`config.mk`:
```
export PLATFORM = sky130hd
export DESIGN_NAME = spi_tx_master
export DESIGN_NICKNAME = d
export VERILOG_FILES = /design/src/rtl/spi_tx_pkg.sv /design/src/rtl/spi_clk_div.sv /design/src/rtl/spi_tx_master.sv
export SDC_FILE = /design/constraint.sdc
export NUM_CORES = 1
export LEC_CHECK = 0
export CAP_MARGIN = 20
export CORE_MARGIN = 4
export CORE_UTILIZATION = 55
export DETAILED_ROUTE_END_ITERATION = 6
export GPL_TIMING_DRIVEN = 0
export PLACE_DENSITY = 0.8
export SYNTH_ARGS = -nofsm -noshare
export SYNTH_HDL_FRONTEND = slang
export SYNTH_HIERARCHICAL = 1
export SYNTH_SLANG_ARGS = --single-unit
```
`constraint.sdc`:
```
create_clock -name CLK -period 2.9 [get_ports CLK]
set_input_delay 0.58 -clock CLK [delete_from_list [all_inputs] [get_ports CLK]]
set_output_delay 0.58 -clock CLK [all_outputs]
set_load 0.01 [all_outputs]
```
`src/rtl/spi_tx_pkg.sv`:
```
`default_nettype none
// ============================================================================
// Module      : spi_tx_pkg
// Description : Shared types and constants for the SPI mode-0 transmit master.
//               The optional macro SPI_TX_LSB_FIRST_EN is consumed in
//               spi_tx_master.sv.
// Revision    : 1.0 - initial release
// ============================================================================
package spi_tx_pkg;

  // Word width, matching the upstream FIFO data width
  localparam int SPI_DATA_WIDTH = 32;

  // Counter widths
  localparam int DIV_CNT_W = 8;
  localparam int BIT_CNT_W = 6;

  // Index of the last bit of a word, as seen by bit_cnt
  localparam logic [BIT_CNT_W-1:0] LAST_BIT = BIT_CNT_W'(SPI_DATA_WIDTH - 1);

  // Transmit FSM states
  typedef enum logic [1:0] {
    IDLE  = 2'd0,
    SHIFT = 2'd1,
    GAP   = 2'd2
  } state_e;

endpackage
`default_nettype wire

```
`src/rtl/spi_clk_div.sv`:
```
`default_nettype none
// ============================================================================
// Module      : spi_clk_div
// Description : Phase counter for the SPI master. Counts CLK cycles from 0 up
//               to a terminal value and emits a one-cycle tick on the
//               terminal count, then restarts from 0. Used both for SCLK
//               half-periods and for the inter-word gap.
// Revision    : 1.0 - initial release
// ============================================================================
module spi_clk_div
  import spi_tx_pkg::*;
(
  input  logic                 clk,
  input  logic                 rst_n,
  input  logic                 clear,
  input  logic [DIV_CNT_W-1:0] terminal,
  output logic                 tick
);

  logic [DIV_CNT_W-1:0] cnt_q;
  logic [DIV_CNT_W-1:0] cnt_d;

  // The tick marks the last cycle of a phase; clear holds the count at zero
  assign tick = !clear && (cnt_q == terminal);

  // Next count: restart after the terminal value so the counter never passes it
  always_comb begin
    cnt_d = cnt_q;
    if (clear || tick) begin
      cnt_d = '0;
    end else begin
      cnt_d = cnt_q + 1'b1;
    end
  end

  // Count register
  always_ff @(posedge clk or negedge rst_n) begin
    if (!rst_n) begin
      cnt_q <= '0;
    end else begin
      cnt_q <= cnt_d;
    end
  end

endmodule
`default_nettype wire

```
`src/rtl/spi_tx_master.sv`:
```
`default_nettype none
// ============================================================================
// Module      : spi_tx_master
// Description : SPI mode-0 transmit engine. Pops 32-bit words from an
//               unbuffered FIFO read port and shifts them out on MOSI with a
//               divided SCLK, framing each word with CS_N and following it
//               with a CS_N-high gap.
//               Optional macro SPI_TX_LSB_FIRST_EN: when defined, words are
//               shifted LSB-first; otherwise MSB-first.
// Revision    : 1.0 - initial release
// ============================================================================
module spi_tx_master
  import spi_tx_pkg::*;
#(
  parameter int unsigned CLK_DIV    = 2,
  parameter int unsigned GAP_CYCLES = 2
) (
  input  logic                      CLK,
  input  logic                      RST_N,
  input  logic                      ENABLE,
  input  logic                      FIFO_EMPTY,
  input  logic [SPI_DATA_WIDTH-1:0] FIFO_DATA,
  output logic                      FIFO_READ,
  output logic                      SCLK,
  output logic                      MOSI,
  output logic                      CS_N,
  output logic                      BUSY,
  output logic                      WORD_DONE
);

  localparam logic [DIV_CNT_W-1:0] DIV_TERM = DIV_CNT_W'(CLK_DIV - 1);
  localparam logic [DIV_CNT_W-1:0] GAP_TERM = DIV_CNT_W'(GAP_CYCLES - 1);

  state_e                    state_q,     state_d;
  logic [SPI_DATA_WIDTH-1:0] shreg_q,     shreg_d;
  logic [BIT_CNT_W-1:0]      bit_cnt_q,   bit_cnt_d;
  logic                      sclk_q,      sclk_d;
  logic                      cs_n_q,      cs_n_d;
  logic                      busy_q,      busy_d;
  logic                      word_done_q, word_done_d;

  logic                      load;
  logic                      div_clear;
  logic [DIV_CNT_W-1:0]      div_term;
  logic                      div_tick;
  logic [SPI_DATA_WIDTH-1:0] shifted;

  // MOSI is taken straight from the shift register's outgoing end, so it is a
  // flop output; clearing the register at word end drives MOSI low in the gap.
`ifdef SPI_TX_LSB_FIRST_EN
  assign shifted = {1'b0, shreg_q[SPI_DATA_WIDTH-1:1]};
  assign MOSI    = shreg_q[0];
`else
  assign shifted = {shreg_q[SPI_DATA_WIDTH-2:0], 1'b0};
  assign MOSI    = shreg_q[SPI_DATA_WIDTH-1];
`endif

  // A word starts only from IDLE; the pop strobe is held off during reset
  assign load      = (state_q == IDLE) && ENABLE && !FIFO_EMPTY;
  assign FIFO_READ = load && RST_N;

  assign SCLK      = sclk_q;
  assign CS_N      = cs_n_q;
  assign BUSY      = busy_q;
  assign WORD_DONE = word_done_q;

  spi_clk_div u_clk_div (
    .clk      (CLK),
    .rst_n    (RST_N),
    .clear    (div_clear),
    .terminal (div_term),
    .tick     (div_tick)
  );

  // Next-state and output logic for the load / shift / gap sequence
  always_comb begin
    state_d     = state_q;
    shreg_d     = shreg_q;
    bit_cnt_d   = bit_cnt_q;
    sclk_d      = sclk_q;
    cs_n_d      = cs_n_q;
    busy_d      = busy_q;
    word_done_d = 1'b0;
    div_clear   = 1'b0;
    div_term    = DIV_TERM;

    case (state_q)
      IDLE: begin
        // Hold the divider at zero so the first low phase is a full one
        div_clear = 1'b1;
        if (load) begin
          state_d   = SHIFT;
          shreg_d   = FIFO_DATA;
          bit_cnt_d = '0;
          sclk_d    = 1'b0;
          cs_n_d    = 1'b0;
          busy_d    = 1'b1;
        end
      end

      SHIFT: begin
        if (div_tick) begin
          if (!sclk_q) begin
            // End of low phase: rising edge, slave samples MOSI
            sclk_d = 1'b1;
          end else begin
            // End of high phase: falling edge and advance to the next bit
            sclk_d    = 1'b0;
            shreg_d   = shifted;
            bit_cnt_d = bit_cnt_q + 1'b1;
            if (bit_cnt_q == LAST_BIT) begin
              // bit_cnt parks at 32 until the next load
              state_d     = GAP;
              shreg_d     = '0;
              cs_n_d      = 1'b1;
              word_done_d = 1'b1;
            end
          end
        end
      end

      GAP: begin
        div_term = GAP_TERM;
        if (div_tick) begin
          state_d = IDLE;
          busy_d  = 1'b0;
        end
      end

      default: begin
        state_d = IDLE;
      end
    endcase
  end

  // State and output registers; reset aborts any word in flight
  always_ff @(posedge CLK or negedge RST_N) begin
    if (!RST_N) begin
      state_q     <= IDLE;
      shreg_q     <= '0;
      bit_cnt_q   <= '0;
      sclk_q      <= 1'b0;
      cs_n_q      <= 1'b1;
      busy_q      <= 1'b0;
      word_done_q <= 1'b0;
    end else begin
      state_q     <= state_d;
      shreg_q     <= shreg_d;
      bit_cnt_q   <= bit_cnt_d;
      sclk_q      <= sclk_d;
      cs_n_q      <= cs_n_d;
      busy_q      <= busy_d;
      word_done_q <= word_done_d;
    end
  end

endmodule
`default_nettype wire

```
==> results of run 1 <==
routing by layer:
layer  vias up  track usage (%)  share of wire [%]
met1      1218            31.18                 46
met5         -                0                  0
met4         0            5.743               0.99
li1       1193                -                  -
met2        64            33.88                 48
met3         8            4.276                4.8
path summary, 6_finish.rpt:
| check | startpoint | endpoint | slack (ns) |
|---|---|---|---|
| min in group CLK | CS_N$_DFFE_PN1P_ | CS_N$_DFFE_PN1P_ | 0.47 |
| min | RST_N | u_clk_div/cnt_q[2]$_DFF_PN0_ | 0.25 |
| max | state_q[0]$_DFFE_PN0P_ | shreg_q[2]$_DFFE_PN0P_ | 0.19 |
| max reg2reg | state_q[0]$_DFFE_PN0P_ | shreg_q[2]$_DFFE_PN0P_ | 0.19 |
| max in group asynchronous | RST_N | CS_N$_DFFE_PN1P_ | 2.02 |
| min reg2reg | CS_N$_DFFE_PN1P_ | CS_N$_DFFE_PN1P_ | 0.47 |
cell families (layout without fill, tap and decap cells):
kind of cell / count (synthesis) / count (layout) / share of synthesized area [%]
AO/OA/AOI/OAI: 89 / 89 / 24.59
XOR/XNOR: 11 / 11 / 3.501
adder cells (fa/ha/maj): 2 / 2 / 0.8434
buffers and inverters: 34 / 87 / 5.904
flip-flops: 52 / 52 / 43.91
multiplexers: 1 / 1 / 0.3796
other: 2 / 8 / 0.2532
AND/OR/NAND/NOR: 100 / 100 / 20.62
cells in the mapped netlist, types with 2 or more instances:
| cell type | count |
|---|---|
| nor3b_1 | 2 |
| a221oi_1 | 2 |
| nand2_1 | 3 |
| nor3_1 | 31 |
| nand4_1 | 2 |
| a22o_1 | 4 |
| a31oi_2 | 16 |
| ha_1 | 2 |
| buf_6 | 5 |
| nand2b_1 | 36 |
| o211ai_1 | 32 |
| xor2_1 | 9 |
| clkbuf_1 | 17 |
| buf_2 | 5 |
| nand3_1 | 5 |
| a31oi_1 | 16 |
| conb_1 | 2 |
| or3_1 | 3 |
| dfrtp_1 | 51 |
| o21ai_0 | 4 |
| a211oi_1 | 5 |
| a21oi_1 | 3 |
| nor2_1 | 5 |
| o21bai_1 | 2 |
| nor2b_1 | 3 |
| and3_1 | 2 |
| inv_1 | 5 |
| nor4_4 | 2 |
registers in the layout (all words and copies together), names as in the netlist:
name             flops
u_clk_div/cnt_q      8
CS_N                 1
shreg_q             32
WORD_DONE            1
bit_cnt_q            6
state_q              2
BUSY                 1
SCLK                 1
metrics by stage:
stage	total power [mW]	hold WS, ns	setup TNS [ns]
after global routing	3.249	0.2840	0
after CTS	3.037	0.2667	0
after floorplan	2.182	0.2844	0
after detailed placement	2.528	0.4537	-0.2526
final	3.031	0.2512	0
after global placement	2.469	0.4523	-17.45
layout make-up:
type,instances,area (um2),share of cell area [%]
multi-input combinational,211,1521,41.62
sequential,52,1303,35.63
clock buffer,6,72.57,1.985
tap,70,87.58,2.396
buffer,29,165.2,4.517
clock inverter,2,35.03,0.9582
inverter,5,18.77,0.5133
timing repair buffer,45,452.9,12.39
worst max-delay path, cell delays in order (launching register included):
cell and delay, ns:
dfrtp_1 0.46, clkbuf_2 0.21, clkbuf_2 0.21, nor2_1 0.13, buf_1 0.35, and3b_2 0.30, and4b_1 0.22, buf_2 0.20
buf_2 0.20, nor3_1 0.23, a31oi_2 0.06
what timing repair did:
item | CTS | global route
buffers inserted | 2 | 1
pin swaps | 0 | 1
resized for setup | 4 | 5
setup endpoints to repair | 3 | 31
power groups by stage:
stage | registers (mW) | logic [mW] | clock network, mW
global placement | 1.19 | 1.28 | 0
finish | 1.19 | 1.35 | 0.495
floorplan | 1.16 | 1.02 | 0
CTS | 1.19 | 1.35 | 0.501
detailed placement | 1.20 | 1.33 | 0
global route | 1.22 | 1.49 | 0.535
==> results.txt, run 1 <==
- The run finished with clean final reports.
* Required time of the critical path: 3.08 ns
- After the last flow step, the layout net total stands at 387.
- The min-delay analysis places its worst path in the category primary input to asynchronous set/reset pin.
* FP Rows: 26
* Skew final: 0.009716 ns
* Final worst path period need: 2.708 ns
- After synthesis, flip-flops and latches occupy 43.91% of the total area.
* Unrepaired setup endpoints after global routing: false
- Power spread over the standard cell area amounts to 829.0 mW/mm2.
- The critical path is of the flop to flop type.
- The number of hold buffers added after CTS was 0.
* Overall Global Routing Usage: 21.78%
- In the synthesized netlist the dominant register cell turns out to be dfrtp_1.
- Clk pin slew, worst setup/hold paths: 0.10 ns
- After filler insertion, the fill cell instance count of the layout stands at 388.
* Number of instances in the synthesized netlist: 291
- Placed Instance Area: 0.003502 mm2
- Switching Share: 37.11%
- For this run, the detailed router's first-pass iteration total came to 4.
- The max-slew violation count came to 0.
* TritonCTS clock tree: built
* Ratio of cells with drive above 1 in the final layout: 14.29%
* Number of antenna diodes: 0
* Port Buffer Count: 41
- Routed wirelength normalized by instance count: 15.61 um
- Count of nets left with antenna violations after detail routing: 0
* Distinct cell type count of the synthesized netlist: 45
* Max transition margin: 61.82%
- Util after Layout: 70.68%
- Maximum clock frequency: 369.3 MHz
- At the placement stage, the worst setup path has a slack of -0.2526 ns.
- Full die area: 0.006632 mm2
- The number of global-route vias before repair was 2364.
- The worst setup path is captured at a flop.
* Slew of the pin with the lowest slew margin: 0.5726 ns
* Largest net degree at the start of global routing: 31
* Sequential fraction of design power: 39.2%
- First-pass GRT wire length: 11270 um
* Number of storage elements in the synthesis netlist: 52
* I/O pin count: 42
- Of all flip-flops after synthesis, the portion carrying an async set or reset was 100.0%.
* DIE HEIGHT: 81.44 um
- Summed over all cells, the static leakage comes to 1.432 nW.
* Starting density of the core: 57.35%
- In this run the power spent charging and discharging nets is 1.125 mW.
* Fraction of synthesized cell area taken by the top area cell type: 43.02%
- Antenna violations before repair: 0
- Along the worst path, the maximum fanout reaches 10.
- Cell total after placement: 409
* Post-synthesis area per instance: 10.19 um2
* Final count of hold timing violations: 0
- # Max-Cap Violations: 0
* Internal power: 1.906 mW
* Largest voltage drop on the vdd net: 0.4101 mV
* Final global-route overflow total: 0
* Final critical-path setup slack: 0.1919 ns
- Non-filler instance count after layout: 420
- Horiz. Die Dim: 81.44 um
- Synth area leader: dfrtp_1
- Depth of the worst register-to-register path: 10
- Counting every sink on the clock net gives 52.
- For this run, design rule violations remaining after detail routing come to 0.
- For this block, the initial DRC count from the detailed router was 123.
- Setup violations remaining at the end of the flow were counted as 0.
- By area the synthesized netlist is led by dfrtp_1, o211ai_1, nand2b_1, a31oi_2, nor3_1.
- Area Growth Syn to Fin: 23.24%
- No sink is reached through more buffers than the 2 on the longest clock path.
- Final critical-path share of the clock period: 93.38%
- The finished cells cover 0.003656 mm2.
* Root Buffer Master: clkbuf_8
- Num CTS Buffers: 5
- Leaving out fill and tap cells, the most frequent cell in the layout is dfrtp_1.
- Commonest non-fill, non-tap cells in the layout: dfrtp_1, clkdlybuf4s50_1, nand2b_1
- Global placer's final weighted congestion: 0.8263
- Share of total power in combinational logic: 44.5%
- Placed wire-length estimate after detailed placement: 4684 um
- Via density per instance: 5.912
- The H-tree generated during clock tree synthesis spans 2 levels.
- Critical Path AT: 2.88 ns
* Core Box Area: 0.005172 mm2
- Clock latency on the worst-skew pair, taken at its later pin, is 0.31 ns.
- The Yosys step of the flow raised 6 warnings.
* Startpoint class of the critical path: flop
- The cell area that synthesis handed to floorplanning was 0.002967 mm2.
- Yosys mapped a number of flops with a built-in enable equal to 0.
- Total vias in the final route: 2483
- In this run, the clock network consumes 16.3% of the power.
- Summed over all layers, the routed wires come to 6555 um.
Note: power is estimated with default switching activity, not from simulation.
==> run 2: changes to the inputs <==
Settings changed: CORE_MARGIN 4 to not set, CTS_CLUSTER_DIAMETER set to 100.
==> results.txt, run 2 (synthesis results as in run 1) <==
* Max Buffers Root-to-Sink: 2 (unchanged)
- The portion of total power attributed to the clock network was 14.8% (was 16.3%).
* Static leakage power: 1.387 nW (was 1.432 nW)
- The total net switching power was 1.119 mW (was 1.125 mW).
- Critical path start-end classification: flop to flop (unchanged)
- HP Class: primary input to asynchronous set/reset pin (unchanged)
* Slew of the pin with the lowest slew margin: 0.5326 ns (was 0.5726 ns)
- The die extent in x came to 75.44 um (was 81.44 um).
- The die area was 0.005691 mm2 (was 0.006632 mm2).
* Largest voltage drop on the vdd net: 0.5632 mV (was 0.4101 mV)
* First-pass GRT wire length: 10560 um (was 11270 um)
- The via density per instance came to 5.809 (was 5.912).
- Depth of the CTS H-tree: 2 (unchanged)
* Final critical-path share of the clock period: 92.70% (was 93.38%)
- The later-pin clock latency in the skew report was 0.31 ns (about the same).
- Max incr delay on CP: 0.46 ns (about the same)
- Worst setup slack for register-to-register paths: 0.21 ns (was 0.19 ns)
- Max Fanout on Critical Path: 10 (unchanged)
- The number of top-level pins came to 42 (unchanged).
* Critical Path AT: 2.92 ns (was 2.88 ns)
- Routed Wire Length: 6389 um (was 6555 um)
* # Max-Cap Violations: 0 (unchanged)
* Count of nets left with antenna violations after detail routing: 0 (unchanged)
* Depth of the worst register-to-register path: 10 (unchanged)
- Most common cell after layout, fill and taps aside: dfrtp_1 (unchanged)
- The fill cell instance count of the final layout was 449 (was 388).
* Sequential fraction of design power: 40.2% (was 39.2%)
* Placed wire-length estimate after detailed placement: 4448 um (was 4684 um)
- Clock sinks: 52 (unchanged)
* Largest net degree at the start of global routing: 36 (was 31)
* Nets: 385 (was 387)
- The area of placed instances is 0.003502 mm2 (unchanged).
* Required time of the critical path: 3.13 ns (was 3.08 ns)
* Source of the critical timing path: state_q[0]$_DFFE_PN0P_ (unchanged)
- The number of hold buffers added after cts is 0 (unchanged).
- Register with the most flip-flops: shreg_q (unchanged)
- Total of endpoints with negative setup slack in the final report: 0 (unchanged)
- The hold violation total from the final report came to 0 (unchanged).
- The number of core rows is 26 (unchanged).
* Area Growth Syn to Fin: 22.35% (was 23.24%)
- The TritonCTS clock tree is built (unchanged).
* Final worst path period need: 2.688 ns (was 2.708 ns)
- Switching Share: 37.79% (was 37.11%)
- The final RePlAce weighted congestion is 0.8389 (was 0.8263).
- The count of buffers inserted at the top-level ports was 41 (unchanged).
* Internal power: 1.842 mW (was 1.906 mW)
* Flip-flop count of the largest register, all copies and words added: 32 (unchanged)
- Skew final: 0.008055 ns (was 0.009716 ns)
- Final critical-path setup slack: 0.2116 ns (was 0.1919 ns)
- FF-to-FF End: shreg_q[4]$_DFFE_PN0P_ (was shreg_q[2]$_DFFE_PN0P_)
- The worst slack at placement was -0.2668 ns (was -0.2526 ns).
* Unrepaired setup endpoints after global routing: false (unchanged)
- The final cell area excluding filler cells is 0.003630 mm2 (was 0.003656 mm2).
- The launch point of the worst reg-to-reg path was state_q[0]$_DFFE_PN0P_ (unchanged).
- The maximum clock frequency is 372.0 MHz (was 369.3 MHz).
* Critical-path cell list: clkbuf_2 > clkbuf_2 > nor2_1 > buf_1 > and3b_2 > and4b_1 > buf_2 > buf_2 > nor3_1 > a31oi_1 (was clkbuf_2 > clkbuf_2 > nor2_1 > buf_1 > and3b_2 > and4b_1 > buf_2 > buf_2 > nor3_1 > a31oi_2)
* Starting density of the core: 57.72% (was 57.35%)
- DIE HEIGHT: 75.44 um (was 81.44 um)
- Ratio of cells with drive above 1 in the final layout: 13.79% (was 14.29%)
* Outcome: finished clean (unchanged)
* Number of violations reported at the end of detailed-routing iteration 0: 167 (was 123)
- The clock-pin slew on the worst setup and hold paths came to 0.10 ns (about the same).
- Total design power: 2.961 mW (was 3.031 mW)
- The slowest cell on the critical path is dfrtp_1 (unchanged).
- Core Box Area: 0.005140 mm2 (was 0.005172 mm2)
* DRC violation count after routing: 0 (unchanged)
- The clock buffer count from CTS was 5 (unchanged).
- Power density of the placed cells: 815.7 mW/mm2 (was 829.0 mW/mm2)
- Number of pins exceeding their max-slew limit in the final report: 0 (unchanged)
- The critical path launch point type was a flop (unchanged).
- The number of global-route vias before repair was 2311 (was 2364).
* Share of total power in combinational logic: 45.0% (was 44.5%)
- Final global-route overflow total: 0 (unchanged)
* Number of iterations in the first detailed-routing pass: 4 (unchanged)
* Commonest non-fill, non-tap cells in the layout: dfrtp_1, clkdlybuf4s50_1, nand2b_1 (unchanged)
* Routed wirelength normalized by instance count: 15.28 um (was 15.61 um)
* Antenna violations before repair: 0 (unchanged)
- Largest registers ranked by flip-flop count: shreg_q: 32 flops, u_clk_div/cnt_q: 8 flops, bit_cnt_q: 6 flops (unchanged).
* Overall Global Routing Usage: 24.63% (was 21.78%)
- Final hold slack: 0.1974 ns (was 0.2512 ns)
* Root Buffer Master: clkbuf_8 (unchanged)
* Number of antenna diodes: 0 (unchanged)
* Max transition margin: 64.23% (was 61.82%)
- Setup crit end kind: flop (unchanged)
* Total vias in the final route: 2428 (was 2483)
==> run 2: cell types whose count changed in the layout (fill, tap and decap cells not counted), moves of 2 or more <==
cell	change
buf_4	-3
buf_2	-2
clkbuf_4	+2
dlymetal6s2s_1	-2
==> run 2: power by group through the flow <==
stage                     sequential (mW)  combinational [mW]  clock, mW
after CTS                            1.19                1.34      0.444
after floorplan                      1.16                1.02          0
after detailed placement             1.20                1.32          0
final                                1.19                1.33      0.439
after global placement               1.18                1.29          0
after global routing                 1.22                1.47      0.473
==> run 2: repair_timing <==
| item | in CTS | in global routing |
|---|---|---|
| gates cloned | 0 | 0 |
| setup endpoints to repair | 31 | 35 |
| pin swaps | 0 | 0 |
| gates resized for setup | 6 | 5 |
| setup buffers | 1 | 0 |
==> run 2: worst max-delay path by stage <==
stage / endpoint / slack [ns] / cells past startpoint
2_1_floorplan: shreg_q[1]$_DFFE_PN0P_ / 0.64 / 10
3_3_place_gp: FIFO_READ / -1.31 / 3
3_5_place_dp: FIFO_READ / -0.27 / 6
4_1_cts: shreg_q[4]$_DFFE_PN0P_ / 0.03 / 10
5_1_grt: shreg_q[5]$_DFFE_PN0P_ / 0.009 / 10
6_report: shreg_q[4]$_DFFE_PN0P_ / 0.21 / 10
==> run 2: layer usage <==
metal,global-route usage [%],wire length (um),part of all wire [%]
met5,0,0,0
met4,6.173,55,0.86
met3,5.556,292,4.6
met2,39.88,3112,49
met1,33.79,2929,46
==> run 2: area by class of cell <==
| cell class | instances | area (um2) | area share [%] |
|---|---|---|---|
| multi-input cells | 211 | 1521 | 41.92 |
| flip-flops and latches | 52 | 1303 | 35.88 |
| repair buffers | 43 | 431.7 | 11.89 |
| plain buffers | 29 | 173.9 | 4.791 |
| well taps | 70 | 87.58 | 2.413 |
| clock buffers | 7 | 86.33 | 2.378 |
| inverters | 5 | 18.77 | 0.5171 |
| clock inverters | 1 | 7.507 | 0.2068 |
==> run 2: stage by stage <==
stage	utilization (%)	setup TNS (ns)	cells
6_report	70.62	0	418
5_1_grt	70.62	0	418
4_1_cts	70.47	0	418
3_5_place_dp	68.14	-0.4072	409
3_3_place_gp	67.84	-18.22	408
2_1_floorplan	-	0	297
==> run 2: critical path: cells and delay by family (launching register included) <==
kind	cells	cell delay, ns
compound gates	1	0.18
flops	1	0.46
buf+inv	5	1.24
simple gates	4	0.72
==> patch 1 (flow settings as in run 1) <==
Make the reset (`RST_N` and `rst_n`) synchronous in 2 clocked blocks.
--- a/src/rtl/spi_clk_div.sv
+++ b/src/rtl/spi_clk_div.sv
@@ -34,7 +34,7 @@
   end
 
   // Count register
-  always_ff @(posedge clk or negedge rst_n) begin
+  always_ff @(posedge clk) begin
     if (!rst_n) begin
       cnt_q <= '0;
     end else begin
--- a/src/rtl/spi_tx_master.sv
+++ b/src/rtl/spi_tx_master.sv
@@ -134,7 +134,7 @@
   end
 
   // State and output registers; reset aborts any word in flight
-  always_ff @(posedge CLK or negedge RST_N) begin
+  always_ff @(posedge CLK) begin
     if (!RST_N) begin
       state_q     <= IDLE;
       shreg_q     <= '0;
Behaviour: differs if RST_N is asserted again (counterexample within 4 cycles, from zero or initial values and one cycle with RST_N low); with RST_N held inactive, the same outputs for 10 cycles.
==> patch 1 against run 1 <==
Non-clock buffer count is 4 lower. Cell area is 12% lower. Synthesized cell count is 1.7% lower. Synthesized area is 12% lower. Clock skew is 0.0027 ns higher. Sequential share of layout area is 3.2 points lower. Setup slack worse by 0.12 ns. Largest cell class unchanged. Sequential cell count stayed put. Fmax is 4.2% lower. Highest routed layer unchanged. Routed wire length is 2.4% lower. Utilization is 0.99 points higher.
Power is not compared: it rests on default switching activity, and its combinational part moved more than twofold at a synthesized area within 25%.
==> patch 1: results (changes against run 1) <==
| Metric | Value |
|---|---|
| Fin nets | 378 (-2.3%) |
| Clock transition at path regs | 0.08 ns (-0.02 ns) |
| Synth top cells by count | dfxtp_1, nand3_1, clkbuf_1 |
| First-pass GRT wire length | 10.65 mm (-5.4%) |
| Final WL | 6.395 mm (-2.4%) |
| WHS | 0.4892 ns (+0.2380 ns) |
| XOR/XNOR Fraction of Synth Area | 0.03981 (+0.004802) |
| Synth top area cells | dfxtp_1, nand3_1, o211ai_1 |
| Status | completed |
| Required @ worst endpoint | 2.32 ns (-0.76 ns) |
| Initial drt markers | 231 (+88%) |
| Largest net degree at the start of global routing | 16 (-48%) |
| Complex-gate fraction of the synthesized area | 0.2504 (+0.004472) |
| Synth cell types | 46 (+2.2%) |
| GRT Total Usage | 0.2157 (-0.002140) |
| Vias in the first global route | 2308 (-2.4%) |
| Mux contribution to synthesized area | 0.01535 (+0.01155) |
| FF-to-FF End | CS_N |
| Slew headroom | 0.5402 (-0.07800) |
| RePlAce Congestion | 0.7826 (-5.3%) |
| Reg2reg setup slack | 0.26 ns (+0.07 ns) |
| Vias per std cell | 6.163 (+4.3%) |
| Min-delay worst type | flip-flop to flip-flop |
| Fill count | 366 (-5.7%) |
| FF-to-FF path depth | 8 (-2) |
| Critical path's slowest cell | clkdlybuf4s50_1 |
| Clk_skew | 0.01237 ns (+0.002659 ns) |
| Final HPWL DP | 4.561 mm (-2.6%) |
| Reg2reg start | state_q[0] |
| Share of cells above drive strength 1 | 0.07647 (-0.06639) |
patch 1: final cells by class:
type / count / area share
Sequential cell: 52 / 0.3246
Clock buffer: 5 / 0.02146
Buffer: 27 / 0.04292
Timing Repair Buffer: 43 / 0.1323
Inverter: 7 / 0.008194
Clock inverter: 2 / 0.003902
Tap cell: 52 / 0.02029
Multi-Input combinational cell: 204 / 0.4464
patch 1: worst max-delay path by stage:
stage               slack (ns)           to  cells past startpoint          startpoint
floorplan                 0.55  shreg_q[22]                      9  u_clk_div/cnt_q[2]
global placement         -0.23    FIFO_READ                      5              ENABLE
detailed placement       -0.28    FIFO_READ                      5              ENABLE
CTS                       0.04  shreg_q[12]                      8          state_q[0]
global route            0.0004    FIFO_READ                      5              ENABLE
finish                    0.07    FIFO_READ                      5              ENABLE
patch 1: timing repair:
| action | CTS | global route |
|---|---|---|
| pin swaps | 0 | 0 |
| buffers inserted | 1 | 1 |
| endpoints found under the setup margin | 11 | 21 |
| resized for setup | 4 | 3 |
| hold endpoints to repair | 0 | 0 |
patch 1: layer usage:
metal	vias to the layer above	track usage	wire (um)
li1	1180	-	-
met1	1159	0.3006	3035
met2	67	0.3328	2931
met3	10	0.04450	364
met4	0	0.06884	63
met5	-	0	0
patch 1: per-stage QoR:
stage / utilization / instances / cell area [um^2] / power [W]
2_1_floorplan: - / 292 / 2631 / 0.0008732
3_3_place_gp: 0.6944 / 385 / 3107 / 0.0009548
3_5_place_dp: 0.6944 / 385 / 3107 / 0.0009581
4_1_cts: 0.7156 / 392 / 3202 / 0.001348
5_1_grt: 0.7167 / 392 / 3207 / 0.001401
6_report: 0.7167 / 392 / 3207 / 0.001347
patch 1: logic make-up after synthesis:
logic type	count (synthesis)
simple gates	93
xor+xnor	11
flops	52
mux	4
buf+inv	36
other cells	2
fa+ha+maj	2
compound gates	86
==> patch 2 (settings of run 1) <==
Without the edit above. `BIT_CNT_W`: 6 -> 3.
--- a/src/rtl/spi_tx_pkg.sv
+++ b/src/rtl/spi_tx_pkg.sv
@@ -13,7 +13,7 @@
 
   // Counter widths
   localparam int DIV_CNT_W = 8;
-  localparam int BIT_CNT_W = 6;
+  localparam int BIT_CNT_W = 3;
 
   // Index of the last bit of a word, as seen by bit_cnt
   localparam logic [BIT_CNT_W-1:0] LAST_BIT = BIT_CNT_W'(SPI_DATA_WIDTH - 1);
Formal check against the unedited RTL: same outputs for any inputs over 10 cycles, from zero or initial values and one cycle with RST_N low; that may be too few to reach the edited logic, so the function may still have changed.
==> patch 2 against run 1 <==
First-iteration DRC count decreased by 42%. Clock skew down 0.0040 ns. Highest routed layer unchanged. Fmax down 1.2%. Total power is 0.93% lower. Setup slack worse by 0.034 ns. Sequential share of layout area shrank 0.20 points. Cell area decreased by 5.2%. Synthesized area decreased by 5.6%. Hold slack better by 0.029 ns. Die area decreased by 5.0%. Sequential cell count fell by 3. Global-route usage down 3.2 points. Routed wire length down 15%. Critical path depth shrank 6.
==> patch 2: results (changes against run 1) <==
| Metric | Value |
|---|---|
| First-pass GRT wire length | 9.266 mm (-18%) |
| Biggest regs | shreg_q (32), u_clk_div/cnt_q (8), bit_cnt_q (3) |
| Worst stage delay on the critical path | 0.52 ns (+0.06 ns) |
| Slew @ Worst Pin | 0.6068 ns (+0.03412 ns) |
| Crit path max-delay family | buffers and inverters |
| Comb pwr share | 0.448 (+0.003) |
| Synth top area cells | dfrtp_1, mux2i_1, nor4bb_1 |
| RePlAce Congestion | 0.7944 (-3.9%) |
| Ys async rst share | 1.000 (unchanged) |
| Antenna violations before repair | 0 (unchanged) |
| Via count | 2061 (-17%) |
| Critical path's slowest cell | clkdlybuf4s50_1 |
| Pre-Repair DR Iteration Count | 4 (unchanged) |
| Syn Inst Count | 264 (-9.3%) |
| Initial drt markers | 71 (-42%) |
| Share of cells above drive strength 1 | 0.07813 (-0.06473) |
| Final HPWL DP | 3.915 mm (-16%) |
| CTS resizes | 1 (-3) |
| Min-delay worst type | primary input to async pin |
| Placed insts | 379 (-7.3%) |
| Pleak | 1.516 nW (+5.8%) |
| P_seq | 0.00115 W (-3%) |
| Synth cell types | 38 (-16%) |
| Largest net degree at the start of global routing | 27 (-13%) |
| CTS root buf | clkbuf_8 |
| Synth warnings | 6 (unchanged) |
| Clk_skew | 0.005753 ns (-0.003963 ns) |
| Sequential element share of the synthesized area | 0.4381 (-0.0009132) |
| VDD IR max | 0.6565 mV (+60%) |
| Clock latency on the worst-skew pair | about 0.30 ns |
| Final WL | 5.548 mm (-15%) |
| # diodes | 0 (unchanged) |
| Status | completed |
| IO Port Bufs | 41 (unchanged) |
| Fin nets | 358 (-7.5%) |
| Inserted Clock Buffers | 5 (unchanged) |
| Clock transition at path regs | approximately 0.090 ns |
| Placement-stage cell area | 3333 um^2 (-4.8%) |
| Tcrit/Tclk final | 0.9455 (+0.01171) |
| DP Worst Slack | 0.05890 ns (+0.3115 ns) |
| Sw frac | 0.3508 (-0.02036) |
| Synth top cells by count | dfrtp_1, inv_1, mux2i_1 |
| H-Tree Depth | 2 (unchanged) |
| Clock buffer depth | 2 (unchanged) |
| CP max FO | 10 (unchanged) |
| GRT Total Usage | 0.1861 (-0.03177) |
| Synth Flop Type | dfrtp_1 |
| Post-CTS setup buffer count | 0 (-2) |
| Total power | 0.003003 W (-0.93%) |
| Routed len/inst | 14.34 um (-8.1%) |
| Worst EP arrival | 2.16 ns (-0.72 ns) |
[patch 2: changes by cell type in the layout (fill, tap and decap cells not counted), moves of 5 or more]
cell / delta
clkbuf_1: -6
nor4bb_1: +31
nand2b_1: -34
mux2i_1: +34
buf_6: -5
a31oi_2: -16
o211ai_1: -32
nand2_1: +7
inv_1: +31
nor3_1: -31
a31oi_1: -16
a21oi_1: +28
[patch 2: layer usage]
layer,share of wire,up-vias,wire length (um),global-route usage
met3,0.038,2,211,0.03273
met5,0,-,0,0
met2,0.48,38,2657,0.3131
met1,0.48,993,2642,0.2456
met4,0.0065,0,36,0.05670
li1,-,1028,-,-
[patch 2: cell families after synthesis]
group / Yosys count / share of synthesized area
DFF: 49 / 0.4381
buffers and inverters: 55 / 0.1005
other: 2 / 0.002681
xor gates and xnor gates: 11 / 0.03707
muxes: 35 / 0.1255
adders and majority gates: 3 / 0.01340
and+or+nand+nor: 62 / 0.1827
AOI/OAI and AO/OA: 47 / 0.1000
[patch 2: worst paths after layout]
| kind | cells past startpoint | startpoint | slack (ns) | endpoint |
|---|---|---|---|---|
| max | 4 | state_q[1] | 0.16 | FIFO_READ |
| min | 1 | RST_N | 0.28 | shreg_q[31] |
| max reg2reg | 9 | state_q[1] | 0.35 | shreg_q[27] |
| min reg2reg | 1 | CS_N | 0.51 | CS_N |
| max in group asynchronous | 2 | RST_N | 2.00 | CS_N |
| min in group CLK | 1 | CS_N | 0.51 | CS_N |
[patch 2: cell type report]
type / count / area [um^2]
Buffer: 19 / 146.4
Clock buffer: 7 / 86.33
Clock inverter: 1 / 30.03
Fill cell: 374 / 1353
Inverter: 36 / 135.1
Multi-Input combinational cell: 166 / 1330
Sequential cell: 49 / 1227
Tap cell: 67 / 83.83
Timing Repair Buffer: 42 / 425.4
